<file path="src/rtl/sf_pkg.sv">
// Shared encodings for the match controller: FSM state values and the
// finish / match_winner codes exchanged with the game core and display.
package sf_pkg;

  typedef enum logic [2:0] {
    ST_IDLE      = 3'd0,
    ST_INTRO     = 3'd1,
    ST_FIGHT     = 3'd2,
    ST_ROUND_END = 3'd3,
    ST_MATCH_END = 3'd4
  } state_t;

  localparam logic [1:0] FIN_NONE = 2'b00;
  localparam logic [1:0] FIN_P1   = 2'b01;
  localparam logic [1:0] FIN_P2   = 2'b10;
  localparam logic [1:0] FIN_DRAW = 2'b11;

endpackage

</file>
<file path="src/rtl/match_controller_if.sv">
// Signal bundle between the game side (master) and match_controller (slave).
// No valid/ready handshake: start is a level sampled for rising edges, finish is
// sampled every cycle while a round is being fought.
interface match_controller_if;
  logic       start;
  logic [1:0] finish;
  logic [3:0] p1_health;
  logic [3:0] p2_health;
  logic       round_rst_l;
  logic       round_active;
  logic [3:0] round_num;
  logic [2:0] p1_wins;
  logic [2:0] p2_wins;
  logic [6:0] timer_s;
  logic [1:0] match_winner;
  logic [2:0] state;

  modport master (
    output start, finish, p1_health, p2_health,
    input  round_rst_l, round_active, round_num, p1_wins, p2_wins,
           timer_s, match_winner, state
  );

  modport slave (
    input  start, finish, p1_health, p2_health,
    output round_rst_l, round_active, round_num, p1_wins, p2_wins,
           timer_s, match_winner, state
  );
endinterface

</file>
<file path="src/rtl/match_controller_sec_tick.sv">
// One-second tick generator: pulses tick for one cycle every CLK_HZ cycles;
// clr restarts the count so the next second is full length.
module sec_tick #(
  parameter int CLK_HZ = 100_000_000
) (
  input  logic clk,
  input  logic rst_l,
  input  logic clr,
  output logic tick
);

  localparam int W = (CLK_HZ > 1) ? $clog2(CLK_HZ) : 1;
  localparam logic [W-1:0] LAST = W'(CLK_HZ - 1);

  logic [W-1:0] cnt_q;

  assign tick = (cnt_q == LAST);

  always_ff @(posedge clk or negedge rst_l) begin
    if (!rst_l)           cnt_q <= '0;
    else if (clr || tick) cnt_q <= '0;
    else                  cnt_q <= cnt_q + 1'b1;
  end

endmodule

</file>
<file path="src/rtl/match_controller.sv">
// Fighting-game match sequencer: intro countdown, fight timer, round scoring and
// match decision. Define SUDDEN_DEATH_EN to add a tie-break round after MAX_ROUNDS.
module match_controller
  import sf_pkg::*;
#(
  parameter int CLK_HZ        = 100_000_000,
  parameter int ROUNDS_TO_WIN = 2,
  parameter int MAX_ROUNDS    = 5,
  parameter int ROUND_TIME_S  = 99,
  parameter int INTRO_S       = 3,
  parameter int END_S         = 2
) (
  input logic              clk,
  input logic              rst_l,
  match_controller_if.slave mc
);

  localparam logic [6:0] ROUND_T = 7'(ROUND_TIME_S);
  localparam logic [6:0] INTRO_T = 7'(INTRO_S);
  localparam logic [6:0] END_T   = 7'(END_S);
  localparam logic [2:0] WIN_T   = 3'(ROUNDS_TO_WIN);
  localparam logic [3:0] MAX_R   = 4'(MAX_ROUNDS);

  state_t     state_q, state_d;
  logic       start_q;
  logic       round_rst_l_q, round_rst_l_d;
  logic       round_active_q, round_active_d;
  logic [3:0] round_num_q, round_num_d;
  logic [2:0] p1_wins_q, p1_wins_d, p2_wins_q, p2_wins_d;
  logic [6:0] timer_q, timer_d;
  logic [6:0] hold_q, hold_d;
  logic [1:0] winner_q, winner_d;
  logic       start_edge, tick, tick_clr;

  assign start_edge = mc.start && !start_q;
  // Restart the second counter on every state change so each state's first second is whole.
  assign tick_clr   = (state_d != state_q);

  sec_tick #(.CLK_HZ(CLK_HZ)) u_tick (
    .clk  (clk),
    .rst_l(rst_l),
    .clr  (tick_clr),
    .tick (tick)
  );

  always_ff @(posedge clk or negedge rst_l) begin
    if (!rst_l) begin
      state_q        <= ST_IDLE;
      start_q        <= 1'b1;
      round_rst_l_q  <= 1'b0;
      round_active_q <= 1'b0;
      round_num_q    <= '0;
      p1_wins_q      <= '0;
      p2_wins_q      <= '0;
      timer_q        <= '0;
      hold_q         <= '0;
      winner_q       <= FIN_NONE;
    end else begin
      state_q        <= state_d;
      start_q        <= mc.start;
      round_rst_l_q  <= round_rst_l_d;
      round_active_q <= round_active_d;
      round_num_q    <= round_num_d;
      p1_wins_q      <= p1_wins_d;
      p2_wins_q      <= p2_wins_d;
      timer_q        <= timer_d;
      hold_q         <= hold_d;
      winner_q       <= winner_d;
    end
  end

  always_comb begin
    state_d     = state_q;
    round_num_d = round_num_q;
    p1_wins_d   = p1_wins_q;
    p2_wins_d   = p2_wins_q;
    timer_d     = timer_q;
    hold_d      = hold_q;
    winner_d    = winner_q;
    case (state_q)
      ST_IDLE, ST_MATCH_END: begin
        if (start_edge) begin
          state_d     = ST_INTRO;
          round_num_d = 4'd1;
          p1_wins_d   = '0;
          p2_wins_d   = '0;
          winner_d    = FIN_NONE;
          timer_d     = INTRO_T;
        end
      end
      ST_INTRO: begin
        if (tick) begin
          if (timer_q <= 7'd1) begin
            state_d = ST_FIGHT;
            timer_d = ROUND_T;
          end else begin
            timer_d = timer_q - 7'd1;
          end
        end
      end
      ST_FIGHT: begin
        // A reported finish outranks a timeout landing in the same cycle.
        if (mc.finish != FIN_NONE) begin
          state_d = ST_ROUND_END;
          hold_d  = END_T;
          if (mc.finish == FIN_P1)      p1_wins_d = p1_wins_q + 3'd1;
          else if (mc.finish == FIN_P2) p2_wins_d = p2_wins_q + 3'd1;
        end else if (tick) begin
          if (timer_q <= 7'd1) begin
            timer_d = '0;
            state_d = ST_ROUND_END;
            hold_d  = END_T;
            if (mc.p1_health > mc.p2_health)      p1_wins_d = p1_wins_q + 3'd1;
            else if (mc.p2_health > mc.p1_health) p2_wins_d = p2_wins_q + 3'd1;
          end else begin
            timer_d = timer_q - 7'd1;
          end
        end
      end
      ST_ROUND_END: begin
        if (tick) begin
          if (hold_q > 7'd1) begin
            hold_d = hold_q - 7'd1;
          end else if (p1_wins_q == WIN_T) begin
            state_d  = ST_MATCH_END;
            winner_d = FIN_P1;
          end else if (p2_wins_q == WIN_T) begin
            state_d  = ST_MATCH_END;
            winner_d = FIN_P2;
          end else if (round_num_q >= MAX_R) begin
            if (p1_wins_q > p2_wins_q) begin
              state_d  = ST_MATCH_END;
              winner_d = FIN_P1;
            end else if (p2_wins_q > p1_wins_q) begin
              state_d  = ST_MATCH_END;
              winner_d = FIN_P2;
`ifdef SUDDEN_DEATH_EN
            end else if (round_num_q == MAX_R) begin
              state_d     = ST_INTRO;
              round_num_d = round_num_q + 4'd1;
              timer_d     = INTRO_T;
`endif
            end else begin
              state_d  = ST_MATCH_END;
              winner_d = FIN_DRAW;
            end
          end else begin
            state_d     = ST_INTRO;
            round_num_d = round_num_q + 4'd1;
            timer_d     = INTRO_T;
          end
        end
      end
      default: state_d = ST_IDLE;
    endcase
    round_active_d = (state_d == ST_FIGHT);
    round_rst_l_d  = (state_d == ST_FIGHT) || (state_d == ST_ROUND_END) ||
                     (state_d == ST_MATCH_END);
  end

  assign mc.round_rst_l  = round_rst_l_q;
  assign mc.round_active = round_active_q;
  assign mc.round_num    = round_num_q;
  assign mc.p1_wins      = p1_wins_q;
  assign mc.p2_wins      = p2_wins_q;
  assign mc.timer_s      = timer_q;
  assign mc.match_winner = winner_q;
  assign mc.state        = state_q;

endmodule

</file>
<file path="src/flat_wrapper.sv">
// flat-port wrapper written by rule: the top's interface ports become plain ports
module match_controller_flat import sf_pkg::*;
#(
  parameter int CLK_HZ        = 100_000_000,
  parameter int ROUNDS_TO_WIN = 2,
  parameter int MAX_ROUNDS    = 5,
  parameter int ROUND_TIME_S  = 99,
  parameter int INTRO_S       = 3,
  parameter int END_S         = 2
)
  (clk, rst_l, mc_start, mc_finish, mc_p1_health, mc_p2_health, mc_round_rst_l, mc_round_active, mc_round_num, mc_p1_wins, mc_p2_wins, mc_timer_s, mc_match_winner, mc_state);
  match_controller_if mc_i ();
  input logic clk;
  input logic rst_l;
  input wire logic [$bits(mc_i.start)-1:0] mc_start;
  input wire logic [$bits(mc_i.finish)-1:0] mc_finish;
  input wire logic [$bits(mc_i.p1_health)-1:0] mc_p1_health;
  input wire logic [$bits(mc_i.p2_health)-1:0] mc_p2_health;
  output wire logic [$bits(mc_i.round_rst_l)-1:0] mc_round_rst_l;
  output wire logic [$bits(mc_i.round_active)-1:0] mc_round_active;
  output wire logic [$bits(mc_i.round_num)-1:0] mc_round_num;
  output wire logic [$bits(mc_i.p1_wins)-1:0] mc_p1_wins;
  output wire logic [$bits(mc_i.p2_wins)-1:0] mc_p2_wins;
  output wire logic [$bits(mc_i.timer_s)-1:0] mc_timer_s;
  output wire logic [$bits(mc_i.match_winner)-1:0] mc_match_winner;
  output wire logic [$bits(mc_i.state)-1:0] mc_state;
  assign mc_i.start = mc_start;
  assign mc_i.finish = mc_finish;
  assign mc_i.p1_health = mc_p1_health;
  assign mc_i.p2_health = mc_p2_health;
  assign mc_round_rst_l = mc_i.round_rst_l;
  assign mc_round_active = mc_i.round_active;
  assign mc_round_num = mc_i.round_num;
  assign mc_p1_wins = mc_i.p1_wins;
  assign mc_p2_wins = mc_i.p2_wins;
  assign mc_timer_s = mc_i.timer_s;
  assign mc_match_winner = mc_i.match_winner;
  assign mc_state = mc_i.state;
  match_controller #(.CLK_HZ(CLK_HZ), .ROUNDS_TO_WIN(ROUNDS_TO_WIN), .MAX_ROUNDS(MAX_ROUNDS), .ROUND_TIME_S(ROUND_TIME_S), .INTRO_S(INTRO_S), .END_S(END_S)) u_core (.clk(clk), .rst_l(rst_l), .mc(mc_i));
endmodule
</file>
<file path="config.mk">
export PLATFORM = sky130hd
export DESIGN_NAME = match_controller_flat
export DESIGN_NICKNAME = d
export VERILOG_FILES = /design/src/rtl/sf_pkg.sv /design/src/rtl/match_controller_if.sv /design/src/rtl/match_controller_sec_tick.sv /design/src/rtl/match_controller.sv /design/src/flat_wrapper.sv
export SDC_FILE = /design/constraint.sdc
export NUM_CORES = 1
export LEC_CHECK = 0
export CORE_AREA = 4 4 98 100
export CTS_CLUSTER_DIAMETER = 50
export DETAILED_ROUTE_END_ITERATION = 7
export DIE_AREA = 0 0 102 104
export SYNTH_ARGS = -nofsm -noshare
export SYNTH_HDL_FRONTEND = slang
export SYNTH_SLANG_ARGS = --single-unit
</file>
<file path="constraint.sdc">
create_clock -name clk -period 2.6 [get_ports clk]
set_clock_uncertainty 0.15 [all_clocks]
set_input_delay 0.52 -clock clk [delete_from_list [all_inputs] [get_ports clk]]
set_output_delay 0.52 -clock clk [all_outputs]
set_load 0.02 [all_outputs]
</file>
== Word level (Yosys, flattened, before mapping) ==
Cells that the tools add are included.

* Output and inout bits: 24
* Input bits: 13
* Register bits: 59
* Logic and storage cells: 136

* Order comparisons: 7
* Eq/ne operators: 32
* Muxes and demuxes: 62
* $add $sub $neg: 6
* Reductions and logical operators: 18

{| class="wikitable"
|+ Operators with widths
! cell !! number
|-
| 2-to-1 mux 7 bit || 16
|-
| 2-to-1 mux 3 bit || 24
|-
| one-hot mux 7 bit (4 select lines) || 1
|-
| adder 27 x 1 -> 27 bit (second input constant) || 1
|-
| == test 27 bit (second input constant) || 1
|-
| 2-to-1 mux 27 bit || 1
|-
| 2-to-1 mux 4 bit || 6
|-
| == test 3 x 2 -> 1 bit (second input constant) || 6
|-
| != test 2 bit (second input constant) || 8
|-
| 2-to-1 mux 2 bit || 7
|-
| one-hot mux 7 bit (2 select lines) || 1
|-
| subtractor 7 x 1 -> 7 bit (second input constant) || 2
|-
| one-hot mux 3 bit (2 select lines) || 2
|-
| one-hot mux 3 bit (4 select lines) || 1
|-
| AND reduction 10 bit || 1
|-
| AND reduction 5 bit || 2
|-
| != test 3 x 1 -> 1 bit (second input constant) || 3
|-
| != test 3 bit (second input constant) || 3
|-
| greater-than comparator 4 bit || 2
|-
| one-hot mux 4 bit (2 select lines) || 1
|-
| AND reduction 8 bit || 1
|-
| nonzero test 2 bit || 4
|-
| greater-than comparator 7 x 1 -> 1 bit (second input constant) || 1
|-
| less-or-equal comparator 7 x 1 -> 1 bit (second input constant) || 1
|-
| 22 further kinds || 29
|}

== Logic depth before layout (Yosys ltp) ==
* Depth in word-level cells: 10
* Gate-level depth with buffers: 9

== Modules after synthesis ==
From an unflattened synthesis, not the netlist that was laid out.

* Cell total of the unflattened synthesis: 403
* Area total of the unflattened synthesis: 3,699.8 um^2

{| class="wikitable"
|+ Modules (own cells, without submodules)
! module !! cells each !! sequential area each (um^2) !! area each (um^2) !! instances
|-
| match_controller || 253 || 802.0 || 2,268.4 || 1
|-
| sec_tick || 150 || 675.6 || 1,431.4 || 1
|}

== Least setup slack after synthesis ==
OpenSTA, ideal clock, no wires.

* Path type: reg2reg
* Start: reg u_core.timer_q[2] (netlist: u_core.mc.timer_s[2])
* End: reg u_core.hold_q[2]
* Setup slack: -3 ps
* Cell stages (with the launch flop): 7
* Arrival: 2,332 ps
* Buffers on the path: 0
* Setup time: 121 ps
* Path through: dfrtp_1 > or4_4 > or4_4 > a2111oi_4 > o21ai_0 > xor2_1 > nor2_2

* Longest elaborated chain between the ends: 3

{| class="wikitable"
|+ Ends and longest elaborated chain
! element !! line !! source
|-
| start: declaration || match_controller.sv:30 || <nowiki>logic [6:0] timer_q, timer_d;</nowiki>
|-
| start signal: assignment || match_controller.sv:66 || <nowiki>timer_q <= timer_d;</nowiki>
|-
| less-or-equal comparator 7 x 1 -> 1 bit || match_controller.sv:109 || <nowiki>if (timer_q <= 7'd1) begin</nowiki>
|-
| != test 3 x 1 -> 1 bit (no line) || n/a ||
|-
| AND reduction 5 bit (no line) || n/a ||
|-
| end signal: assignment || match_controller.sv:67 || <nowiki>hold_q <= hold_d;</nowiki>
|-
| end: declaration || match_controller.sv:31 || <nowiki>logic [6:0] hold_q, hold_d;</nowiki>
|}

No other way between the ends.
A chain may end at the register's enable or synchronous reset.

== Final worst setup path ==
* Start: reg u_core.timer_q[4] (netlist: u_core.mc.timer_s[4])
* End: reg u_core.hold_q[3]

The elaborated chain is that of the path after synthesis.

==> flow_metrics.env <==
export IMPL_status="complete, no violations"
export IMPL_tightest_slew_ps=797.6
export IMPL_ant_nets=0
export IMPL_io_buffer_count=36
export IMPL_synth_distinct_cells=49
export IMPL_period_needed_ps=2581
export IMPL_required_ps=2680
export IMPL_maxSlewViolCount=0
export IMPL_path_cells="or4_4, or4_4, a2111oi_4, buf_4, o21ai_2, xor2_1, nor2_2"
export IMPL_boundaryPins=37
export IMPL_synth_seq_cells=59
export IMPL_cts_root_buf="clkbuf_8"
export IMPL_yosysMostFrequentCell="dfrtp_1"
export IMPL_routed_wl_um=7967
export IMPL_clockBufferDepth=2
export IMPL_die_w_um=102
export IMPL_grt_ovfl_total=0
export IMPL_grt_pass1_vias=2796
export IMPL_slew_headroom_pct=46.83
export IMPL_area_growth_pct=26.50
export IMPL_htreeDepth=3
export IMPL_first_iter_violations=146
export IMPL_vias=2947
export IMPL_grt_pass1_wl_um=13460
export IMPL_cts_tree="done"
export IMPL_post_place_cells=539
export IMPL_vias_per_cell=5.291
export IMPL_dpl_hpwl_um=5899
export IMPL_power_density_mw_per_mm2=637.1
export IMPL_synth_area_leaders="dfrtp_1 (42%), ha_1 (6.9%), nor2_1 (6.0%)"
export IMPL_grt_max_degree=33
export IMPL_clk_latency_ps=340
export IMPL_slowest_stage="or4_4"
export IMPL_crit_type="flop to flop"
export IMPL_p_sw_w=0.0009246
export IMPL_core_mm2=0.008678
export IMPL_async_flop_share_pct=100.0
export IMPL_power_internal_w=0.001834
export IMPL_path_buf_inv=1
export IMPL_stdcell_area_mm2=0.004330
export IMPL_ys_flop_type="dfrtp_1"
export IMPL_antenna_found_initial=0
export IMPL_synth_edf_count=0
export IMPL_ir_drop_v=0.0003294
export IMPL_p_leak_nw=1.852
export IMPL_max_cap_violations=0
export IMPL_ys_warn_count=0
export IMPL_p_comb_share_pct=27.9
export IMPL_nNetsFinal=476
export IMPL_synth_cells=379
export IMPL_fin_tns_setup_ps=0
export IMPL_grt_usage_pct=15.55
export IMPL_hold_path_class="input port to asynchronous set/reset pin"
export IMPL_syn_area_mm2=0.003423
export IMPL_routedWlPerCell_um=14.30
export IMPL_clkPwrFrac_pct=30.8
export IMPL_route_detailed_drc=0
export IMPL_seq_power_share_pct=41.4
export IMPL_cp_end_kind="flop"
export IMPL_gp_congestion=0.7857
export IMPL_first_pass_iters=4
export IMPL_synth_commonest_cells="dfrtp_1 (58), nor2_1 (55), o21ai_0 (24)"
export IMPL_min_period_over_period_pct=99.28
export IMPL_instances_no_fill=557
export IMPL_start_kind="flop"
export IMPL_drive_above_1_share_pct=14.48
export IMPL_antenna_diode_count=0
export IMPL_arrival_ps=2660
export IMPL_die_h_um=104
export IMPL_rows=34
export IMPL_dpl_cell_area_mm2=0.004099
export IMPL_hold_viol=0
export IMPL_fmax_mhz=387.4
export IMPL_r2r_slack_ps=20
export IMPL_syn_nets=411
export IMPL_initial_core_util_pct=39.45
export IMPL_crit_family="simple AND/OR/NAND/NOR gates"
export IMPL_worst_path_max_fanout=4
export IMPL_synth_area_leader_cell="dfrtp_1"
export IMPL_rsz0062_at_grt="true"
export IMPL_finalSetupViolCount=0
export IMPL_clock_sinks=59
export IMPL_die_area_mm2=0.01061
export IMPL_ctsHoldBuffers=0
export IMPL_ys_seq_area_share_pct=43.17
export IMPL_power_total_w=0.002759
export IMPL_cts_inserted_buffers=9
export IMPL_swShare_pct=33.51
export IMPL_crit_top_cell="or4_4"
export IMPL_max_stage_delay_ps=540
export IMPL_netlist_area_leader_share_pct=42.40
export IMPL_syn_area_per_cell_um2=9.032
export IMPL_holdWs_ps=103.7
export IMPL_clk_pin_slew_ps=70
-- registers in the layout, summed over array words and instances (netlist names), 2 cells and up --
signal	count
u_core.mc.state	3
u_core.mc.p1_wins	3
u_core.hold_q	7
u_core.mc.match_winner	2
u_core.mc.timer_s	7
u_core.mc.round_num	4
u_core.mc.p2_wins	3
u_core.u_tick.cnt_q	27
-- final timing paths --
check                                        from                     end  cells past startpoint
setup / recovery             u_core.mc.timer_s[4]        u_core.hold_q[3]                      7
hold / removal                              rst_l    u_core.mc.p2_wins[0]                      1
setup reg to reg             u_core.mc.timer_s[4]        u_core.hold_q[3]                      7
hold reg to reg            u_core.u_tick.cnt_q[0]  u_core.u_tick.cnt_q[0]                      1
max in group asynchronous                   rst_l    u_core.mc.timer_s[2]                      2
min in group clk           u_core.u_tick.cnt_q[0]  u_core.u_tick.cnt_q[0]                      1
-- logic make-up (layout without fill, tap and decap cells) --
group	count (synthesis)	count (layout)	share of synthesized area (%)
muxes	2	2	0.5848
AOI/OAI and AO/OA	69	69	13.23
adders and majority gates	19	19	6.945
xor gates and xnor gates	29	29	7.419
and+or+nand+nor	167	167	24.85
DFF	59	59	43.17
buffers and inverters	34	104	3.801
-- power by group through the flow --
stage	combinational (W)	clock (W)	sequential (W)
after floorplan	0.000344	0	0.00123
after global placement	0.000750	0	0.00115
after detailed placement	0.000763	0	0.00116
after CTS	0.000767	0.000878	0.00114
final	0.000769	0.000849	0.00114
after global routing	0.000856	0.000912	0.00116
-- layer usage --
layer,track usage [%],wire [um]
met1,21.00,3665
met2,24.74,3788
met3,4.024,422
met4,3.843,90
met5,0,0
-- cell usage in the layout (no fill, tap or decap), types with 6 or more instances in the layout --
cell,Yosys,routed
nand2b_1,7,7
nor2_1,55,55
nor3_1,16,16
dfrtp_1,58,57
ha_1,19,19
a21oi_1,16,16
o21ai_0,24,22
xnor2_1,13,13
nand3_1,20,20
clkbuf_8,0,9
nand4_1,6,6
or3_1,8,8
buf_4,0,27
clkdlybuf4s50_1,0,35
nand2_1,22,22
inv_1,23,22
xor2_1,16,16
-- cell type report --
| cell class | count | area, um^2 |
|---|---|---|
| timing repair buffer | 65 | 598.1 |
| clock inverter | 7 | 77.57 |
| sequential | 59 | 1479 |
| fill | 843 | 4348 |
| clock buffer | 9 | 123.9 |
| multi-input combinational | 286 | 1831 |
| tap | 108 | 135.1 |
| inverter | 23 | 86.33 |
-- through the flow --
stage | utilization (%) | setup WS [ps]
after CTS | 49.55 | 21.20
final | 49.90 | 18.76
after floorplan | - | 28.26
after detailed placement | 47.23 | 22.38
after global routing | 49.90 | -72.76
after global placement | 47.23 | 54.65
-- timing repair --
action	in CTS	in global routing
setup endpoints to repair	0	6
hold endpoints to repair	0	0
resized for setup	0	6
buffers inserted	0	2
Power figures use the tool's default switching activity.
